### config.mk
export PLATFORM = sky130hd
export DESIGN_NAME = video_timing_gen_flat
export DESIGN_NICKNAME = d
export VERILOG_FILES = /design/src/rtl/video_timing_gen_pkg.sv /design/src/rtl/video_timing_gen_if.sv /design/src/rtl/video_timing_gen_mod_counter.sv /design/src/rtl/video_timing_gen.sv /design/src/flat_wrapper.sv
export SDC_FILE = /design/constraint.sdc
export NUM_CORES = 1
export LEC_CHECK = 0
export ABC_AREA = 1
export BUFFER_PORTS_ARGS = -buffer_cell sky130_fd_sc_hd__buf_2
export CAP_MARGIN = 10
export CORE_MARGIN = 2
export CORE_UTILIZATION = 30
export CTS_BUF_LIST = sky130_fd_sc_hd__clkbuf_16
export DETAILED_ROUTE_END_ITERATION = 16
export GPL_TIMING_DRIVEN = 0
export PLACE_DENSITY_LB_ADDON = 0.25
export SLEW_MARGIN = 20
export SYNTH_ARGS = -nofsm -noshare
export SYNTH_HDL_FRONTEND = slang
export SYNTH_SLANG_ARGS = --single-unit
### constraint.sdc
create_clock -name pixelClk -period 3.2 [get_ports pixelClk]
set_input_delay 0.32 -clock pixelClk [delete_from_list [all_inputs] [get_ports pixelClk]]
set_output_delay 0.32 -clock pixelClk [all_outputs]
set_load 0.005 [all_outputs]
### src/rtl/video_timing_gen_pkg.sv
// rtl/video_timing_gen_pkg.sv - 800x600@60 timing constants and shared types for video_timing_gen
package video_timing_pkg;

  localparam int CNT_W = 11;
  localparam int PIX_W = 10;

  localparam int DEF_H_ACTIVE = 800;
  localparam int DEF_H_FP     = 40;
  localparam int DEF_H_SYNC   = 128;
  localparam int DEF_H_BP     = 88;
  localparam int DEF_V_ACTIVE = 600;
  localparam int DEF_V_FP     = 1;
  localparam int DEF_V_SYNC   = 4;
  localparam int DEF_V_BP     = 23;

  // Total period of one axis: active area plus the three blanking segments
  function automatic int span_total(input int active, input int fp, input int sync, input int bp);
    return active + fp + sync + bp;
  endfunction

  localparam int DEF_H_TOTAL = span_total(DEF_H_ACTIVE, DEF_H_FP, DEF_H_SYNC, DEF_H_BP);
  localparam int DEF_V_TOTAL = span_total(DEF_V_ACTIVE, DEF_V_FP, DEF_V_SYNC, DEF_V_BP);

  // One registered raster sample; every field is loaded on the same edge
  typedef struct packed {
    logic             hs;
    logic             vs;
    logic             de;
    logic             frame_start;
    logic [PIX_W-1:0] pixels_x;
    logic [PIX_W-1:0] pixels_y;
  } vid_out_t;

endpackage

### src/rtl/video_timing_gen_if.sv
// rtl/video_timing_gen_if.sv - raster output bundle; frameCount present with VTG_FRAME_COUNT_EN
interface video_timing_gen_if;
  logic       hs;
  logic       vs;
  logic       de;
  logic [9:0] pixelsX;
  logic [9:0] pixelsY;
  logic       frameStart;
`ifdef VTG_FRAME_COUNT_EN
  logic [7:0] frameCount;

  modport master (output hs, vs, de, pixelsX, pixelsY, frameStart, frameCount);
  modport slave  (input  hs, vs, de, pixelsX, pixelsY, frameStart, frameCount);
`else
  modport master (output hs, vs, de, pixelsX, pixelsY, frameStart);
  modport slave  (input  hs, vs, de, pixelsX, pixelsY, frameStart);
`endif
endinterface

### src/rtl/video_timing_gen_mod_counter.sv
// rtl/video_timing_gen_mod_counter.sv - modulo-N counter with clock enable, wrap flag and reset-load value
module mod_counter #(
  parameter int N    = 1056,
  parameter int W    = 11,
  parameter int LOAD = N - 1
) (
  input  logic         clk,
  input  logic         rst_n,
  input  logic         ce,
  input  logic         inc,
  output logic [W-1:0] cnt,
  output logic [W-1:0] cnt_next,
  output logic         wrap
);

  localparam logic [W-1:0] LAST     = W'(N - 1);
  localparam logic [W-1:0] LOAD_VAL = W'(LOAD);

  // Terminal count: the next step returns to zero
  assign wrap = (cnt == LAST);

  // Look-ahead value so the owner can decode outputs for the upcoming edge
  always_comb begin
    cnt_next = cnt;
    if (inc) begin
      cnt_next = wrap ? '0 : cnt + W'(1);
    end
  end

  // Count register; frozen whenever ce is low
  always_ff @(posedge clk or negedge rst_n) begin
    if (!rst_n) begin
      cnt <= LOAD_VAL;
    end else if (ce) begin
      cnt <= cnt_next;
    end
  end

endmodule

### src/rtl/video_timing_gen.sv
// rtl/video_timing_gen.sv - free-running raster timing generator; VTG_FRAME_COUNT_EN adds frameCount
import video_timing_pkg::*;

module video_timing_gen #(
  parameter int H_ACTIVE = DEF_H_ACTIVE,
  parameter int H_FP     = DEF_H_FP,
  parameter int H_SYNC   = DEF_H_SYNC,
  parameter int H_BP     = DEF_H_BP,
  parameter int V_ACTIVE = DEF_V_ACTIVE,
  parameter int V_FP     = DEF_V_FP,
  parameter int V_SYNC   = DEF_V_SYNC,
  parameter int V_BP     = DEF_V_BP,
  parameter bit HS_POL   = 1'b1,
  parameter bit VS_POL   = 1'b1
) (
  input  logic               pixelClk,
  input  logic               resetN,
  input  logic               ce,
  video_timing_gen_if.master vid
);

  localparam int H_TOTAL = span_total(H_ACTIVE, H_FP, H_SYNC, H_BP);
  localparam int V_TOTAL = span_total(V_ACTIVE, V_FP, V_SYNC, V_BP);

  localparam logic [CNT_W-1:0] H_ACT  = CNT_W'(H_ACTIVE);
  localparam logic [CNT_W-1:0] HS_BEG = CNT_W'(H_ACTIVE + H_FP);
  localparam logic [CNT_W-1:0] HS_END = CNT_W'(H_ACTIVE + H_FP + H_SYNC);
  localparam logic [CNT_W-1:0] V_ACT  = CNT_W'(V_ACTIVE);
  localparam logic [CNT_W-1:0] VS_BEG = CNT_W'(V_ACTIVE + V_FP);
  localparam logic [CNT_W-1:0] VS_END = CNT_W'(V_ACTIVE + V_FP + V_SYNC);

  logic [CNT_W-1:0] h_cnt, h_next;
  logic [CNT_W-1:0] v_cnt, v_next;
  logic             h_wrap, v_wrap;

  vid_out_t nxt;
  vid_out_t cur;

  // Both counters reset to their last value so the first enabled edge lands on (0,0)
  mod_counter #(.N(H_TOTAL), .W(CNT_W), .LOAD(H_TOTAL - 1)) u_h_cnt (
    .clk      (pixelClk),
    .rst_n    (resetN),
    .ce       (ce),
    .inc      (1'b1),
    .cnt      (h_cnt),
    .cnt_next (h_next),
    .wrap     (h_wrap)
  );

  mod_counter #(.N(V_TOTAL), .W(CNT_W), .LOAD(V_TOTAL - 1)) u_v_cnt (
    .clk      (pixelClk),
    .rst_n    (resetN),
    .ce       (ce),
    .inc      (h_wrap),
    .cnt      (v_cnt),
    .cnt_next (v_next),
    .wrap     (v_wrap)
  );

  // Decode the upcoming counter pair so outputs line up with the counter advance
  always_comb begin
    nxt             = '0;
    nxt.de          = (h_next < H_ACT) && (v_next < V_ACT);
    nxt.hs          = ((h_next >= HS_BEG) && (h_next < HS_END)) ? HS_POL : ~HS_POL;
    nxt.vs          = ((v_next >= VS_BEG) && (v_next < VS_END)) ? VS_POL : ~VS_POL;
    // Both counters at terminal count means the next pixel is (0,0)
    nxt.frame_start = h_wrap && v_wrap;
    if (nxt.de) begin
      nxt.pixels_x = h_next[PIX_W-1:0];
      nxt.pixels_y = v_next[PIX_W-1:0];
    end
  end

  // Output register; an aborted frame drops straight to idle levels
  always_ff @(posedge pixelClk or negedge resetN) begin
    if (!resetN) begin
      cur.hs          <= ~HS_POL;
      cur.vs          <= ~VS_POL;
      cur.de          <= 1'b0;
      cur.frame_start <= 1'b0;
      cur.pixels_x    <= '0;
      cur.pixels_y    <= '0;
    end else if (ce) begin
      cur <= nxt;
    end
  end

  assign vid.hs         = cur.hs;
  assign vid.vs         = cur.vs;
  assign vid.de         = cur.de;
  assign vid.pixelsX    = cur.pixels_x;
  assign vid.pixelsY    = cur.pixels_y;
  assign vid.frameStart = cur.frame_start;

`ifdef VTG_FRAME_COUNT_EN
  logic [7:0] frame_count;

  // Advance on the same edge that raises frameStart, so the new count accompanies the pulse
  always_ff @(posedge pixelClk or negedge resetN) begin
    if (!resetN) begin
      frame_count <= 8'd0;
    end else if (ce && nxt.frame_start) begin
      frame_count <= frame_count + 8'd1;
    end
  end

  assign vid.frameCount = frame_count;
`endif

endmodule

### src/flat_wrapper.sv
// flat-port wrapper written by rule: the top's interface ports become plain ports
module video_timing_gen_flat 
#(
  parameter int H_ACTIVE = DEF_H_ACTIVE,
  parameter int H_FP     = DEF_H_FP,
  parameter int H_SYNC   = DEF_H_SYNC,
  parameter int H_BP     = DEF_H_BP,
  parameter int V_ACTIVE = DEF_V_ACTIVE,
  parameter int V_FP     = DEF_V_FP,
  parameter int V_SYNC   = DEF_V_SYNC,
  parameter int V_BP     = DEF_V_BP,
  parameter bit HS_POL   = 1'b1,
  parameter bit VS_POL   = 1'b1
)
  (pixelClk, resetN, ce, vid_hs, vid_vs, vid_de, vid_pixelsX, vid_pixelsY, vid_frameStart);
  video_timing_gen_if vid_i ();
  input  logic pixelClk;
  input  logic resetN;
  input  logic ce;
  output wire logic [$bits(vid_i.hs)-1:0] vid_hs;
  output wire logic [$bits(vid_i.vs)-1:0] vid_vs;
  output wire logic [$bits(vid_i.de)-1:0] vid_de;
  output wire logic [$bits(vid_i.pixelsX)-1:0] vid_pixelsX;
  output wire logic [$bits(vid_i.pixelsY)-1:0] vid_pixelsY;
  output wire logic [$bits(vid_i.frameStart)-1:0] vid_frameStart;
  assign vid_hs = vid_i.hs;
  assign vid_vs = vid_i.vs;
  assign vid_de = vid_i.de;
  assign vid_pixelsX = vid_i.pixelsX;
  assign vid_pixelsY = vid_i.pixelsY;
  assign vid_frameStart = vid_i.frameStart;
  video_timing_gen #(.H_ACTIVE(H_ACTIVE), .H_FP(H_FP), .H_SYNC(H_SYNC), .H_BP(H_BP), .V_ACTIVE(V_ACTIVE), .V_FP(V_FP), .V_SYNC(V_SYNC), .V_BP(V_BP), .HS_POL(HS_POL), .VS_POL(VS_POL)) u_core (.pixelClk(pixelClk), .resetN(resetN), .ce(ce), .vid(vid_i));
endmodule
==> results.toml <==
[clocking]
cts_tree = "done"
hold_buffers = 0
post_cts_resized = 0
root_buffer = "clkbuf_16"
clkSinkCount = 46
cts.path.max_buffers = 2
numCtsBuffers = 5
postCtsSetupBuffers = 0
clkTransAtPathRegs_ns = 0.07
clk_latency_ns = 0.29
cts-htree-levels = 2

[logic_synthesis]
synth_edf_count = 0
ys_ff_latch = 46
yosysWarnings = 0
synthTopCellsByArea = "dfrtp_1 (31%), nand2_1 (15%), dfstp_2 (12%)"
synth_area_mm2 = 0.00274
synth.top_cell.area_share = 0.311
syn-num-nets = 371
avgSynthCellArea_um2 = 7.50
yosysSeqAreaShare = 0.426
ys_types = 30
synthArstFlopShare = 1.00
synth_cells = 365
ys.flop_type = "dfrtp_1"
synth_top_area_cell = "dfrtp_1"

[timing]
hold_viol = 0
rsz0062_at_grt = "no"
holdWs_ns = 0.0396
skew_ns = 0.00513
fmaxAchievable_ghz = 0.379
setup_viol = 0
tightest_slew_ns = 0.589
finalSetupTns_ns = 0
slew-limit-headroom = 0.607
drv_slew = 0
post-route-min-period_ns = 2.64
fin_crit_sh = 0.823

[floorplan]
core_mm2 = 0.00881
start_util = 0.311
die_y_um = 99.6
fp.dieW_um = 99.6
io_pins = 27
placementRows = 34
die_area_mm2 = 0.00991

[critical_path]
critPathMaxStageDelay_ns = 0.60
reg2reg_depth = 13
r2r_end = "u_core.vid.pixelsY[4]"
crit_required_ns = 3.36
startpoint = "u_core.u_h_cnt.cnt[0]"
worstSetupPathType = "register to register"
end_kind = "register"
crit_top_cell = "nand2_1"
reg2reg_slack_ns = 0.56
cp_slowest_cell = "dfstp_2"
crit_chain = "ha_1 > nand3_1 > inv_1 > nand3_1 > nand2_1 > nand2_1 > inv_1 > nand2_4 > nor2_2 > nand2_1 > nand3_2 > buf_6 > a21oi_2"
reg2reg_from = "u_core.u_h_cnt.cnt[0]"
cp.arrival_ns = 2.79
path_max_fanout = 10
start_kind = "register"

[place]
gp_congestion = 0.931
place_hpwl_um = 4890
io_buffers = 25

[detailed_routing]
detail_route.first_pass.iterations = 4
dr.first_iter.drc_count = 86
ant_nets = 0
num_vias = 2370
viasPerCell = 4.68
drt-total-wl_um = 6540
avgRoutedWirePerCell_um = 12.9
drcViolationCount = 0

[pwr]
leakage_nw = 1.57
irDropWorstVdd_v = 0.000216
p_per_area_mw_per_mm2 = 586

[cells_and_area]
multi_input_area_mm2 = 0.00133
nFillCells = 913
syn2layout_area_growth_pct = 16.7
regArea_mm2 = 0.00117
final_nets = 403
drive_gt1_frac = 0.216
diodes = 0

[outcome]
status = "completed"

[global_route]
grt_max_degree = 47
gr-total-overflow = 0
track_usage = 0.139
grt_pass1_vias = 2396
antenna_found_initial = 0
grt_pass1_wl_um = 11100

[job]
cap_violations = 0

[hold_path]
min_path_type = "input port to asynchronous set/reset pin"
==> metal layers <==
layer / global-route usage / wire length (µm) / share of wire
met2: 0.241 / 3240 / 0.50
met4: 0.0516 / 101 / 0.015
met3: 0.0246 / 191 / 0.029
met1: 0.171 / 3010 / 0.46
met5: 0 / 0 / 0
==> area by class of cell <==
class                   instances  area share
clock inverters                 3      0.0215
clock buffers                   5      0.0392
plain buffers                  12      0.0215
well taps                     108      0.0423
multi-input cells             261       0.417
flip-flops and latches         46       0.365
inverters                      46      0.0540
repair buffers                 25      0.0399
==> cells in the mapped netlist, types with 2 or more instances <==
library cell,number
ha_1,3
buf_1,2
o21ai_2,16
a21oi_1,6
dfstp_2,12
buf_6,3
nor3_1,5
nand2_1,107
clkbuf_1,6
nand2_2,4
nor2_1,35
inv_1,45
a21oi_2,6
nor2_2,2
dfrtp_1,34
o21a_1,3
o21ai_0,29
o21bai_1,2
nand3_1,29
xor2_1,2
nand3_2,3
nand4_1,3
==> cell usage in the layout (no fill, tap or decap), drive strengths merged, types with 2 or more instances in the layout <==
cell type,Yosys,final
clkbuf,6,11
a21oi,12,12
buf,6,31
nor2,38,38
o21ai,45,45
nor3,5,5
dfrtp,34,34
ha,3,3
o21bai,2,2
inv,46,46
dfstp,12,12
xor2,2,2
bufinv,0,2
nand3,32,32
nand2,112,112
nand4,5,5
o21a,3,3
==> critical path: cells and delay by family, from the launching register on <==
family / cells / cell delay, ns
fa+ha+maj: 1 / 0.36
flops: 1 / 0.60
compound gates: 1 / 0.06
buf+inv: 3 / 0.38
simple gates: 8 / 1.09
==> logic make-up (layout without fill, tap and decap cells) <==
logic type / count (synthesis) / count (layout) / share of synthesized area
buffers and inverters: 58 / 91 / 0.0882
AND/OR/NAND/NOR: 194 / 194 / 0.318
XOR/XNOR: 2 / 2 / 0.00640
adder cells (fa/ha/maj): 3 / 3 / 0.0137
flip-flops: 46 / 46 / 0.426
AO/OA/AOI/OAI: 62 / 62 / 0.148
==> registers in the layout (all words and copies together) (netlist names) <==
name,cells
u_core.vid.de,1
u_core.vid.pixelsX,10
u_core.vid.frameStart,1
u_core.u_h_cnt.cnt,11
u_core.vid.hs,1
u_core.vid.vs,1
u_core.u_v_cnt.cnt,11
u_core.vid.pixelsY,10
==> through the flow <==
| stage | std cells | worst slack (ns) | area, µm² | power [mW] | util |
|---|---|---|---|---|---|
| after floorplan | 365 | 1.03 | 2740 | 1.08 | - |
| after global routing | 506 | 0.308 | 3200 | 2.00 | 0.363 |
| after detailed placement | 498 | 0.556 | 3000 | 1.20 | 0.341 |
| after CTS | 506 | 0.539 | 3190 | 1.89 | 0.363 |
| final | 506 | 0.565 | 3200 | 1.87 | 0.363 |
| after global placement | 498 | 0.554 | 3000 | 1.20 | 0.341 |
==> worst max path at each step <==
stage,end,slack [ns]
after detailed placement,u_core.vid.pixelsY[8],0.56
after CTS,u_core.vid.pixelsY[8],0.54
after global placement,u_core.vid.pixelsY[8],0.55
final,u_core.vid.pixelsY[4],0.56
after floorplan,u_core.vid.pixelsY[4],1.03
after global routing,u_core.vid.pixelsY[4],0.31
==> power by group <==
group	total (mW)	internal (mW)	switching (mW)	leakage (nW)
combinational	0.409	0.135	0.273	0.891
sequential	0.786	0.688	0.0976	0.587
clock	0.679	0.449	0.230	0.0940
total	1.87	1.27	0.601	1.57
Power figures use the tool's default switching activity.
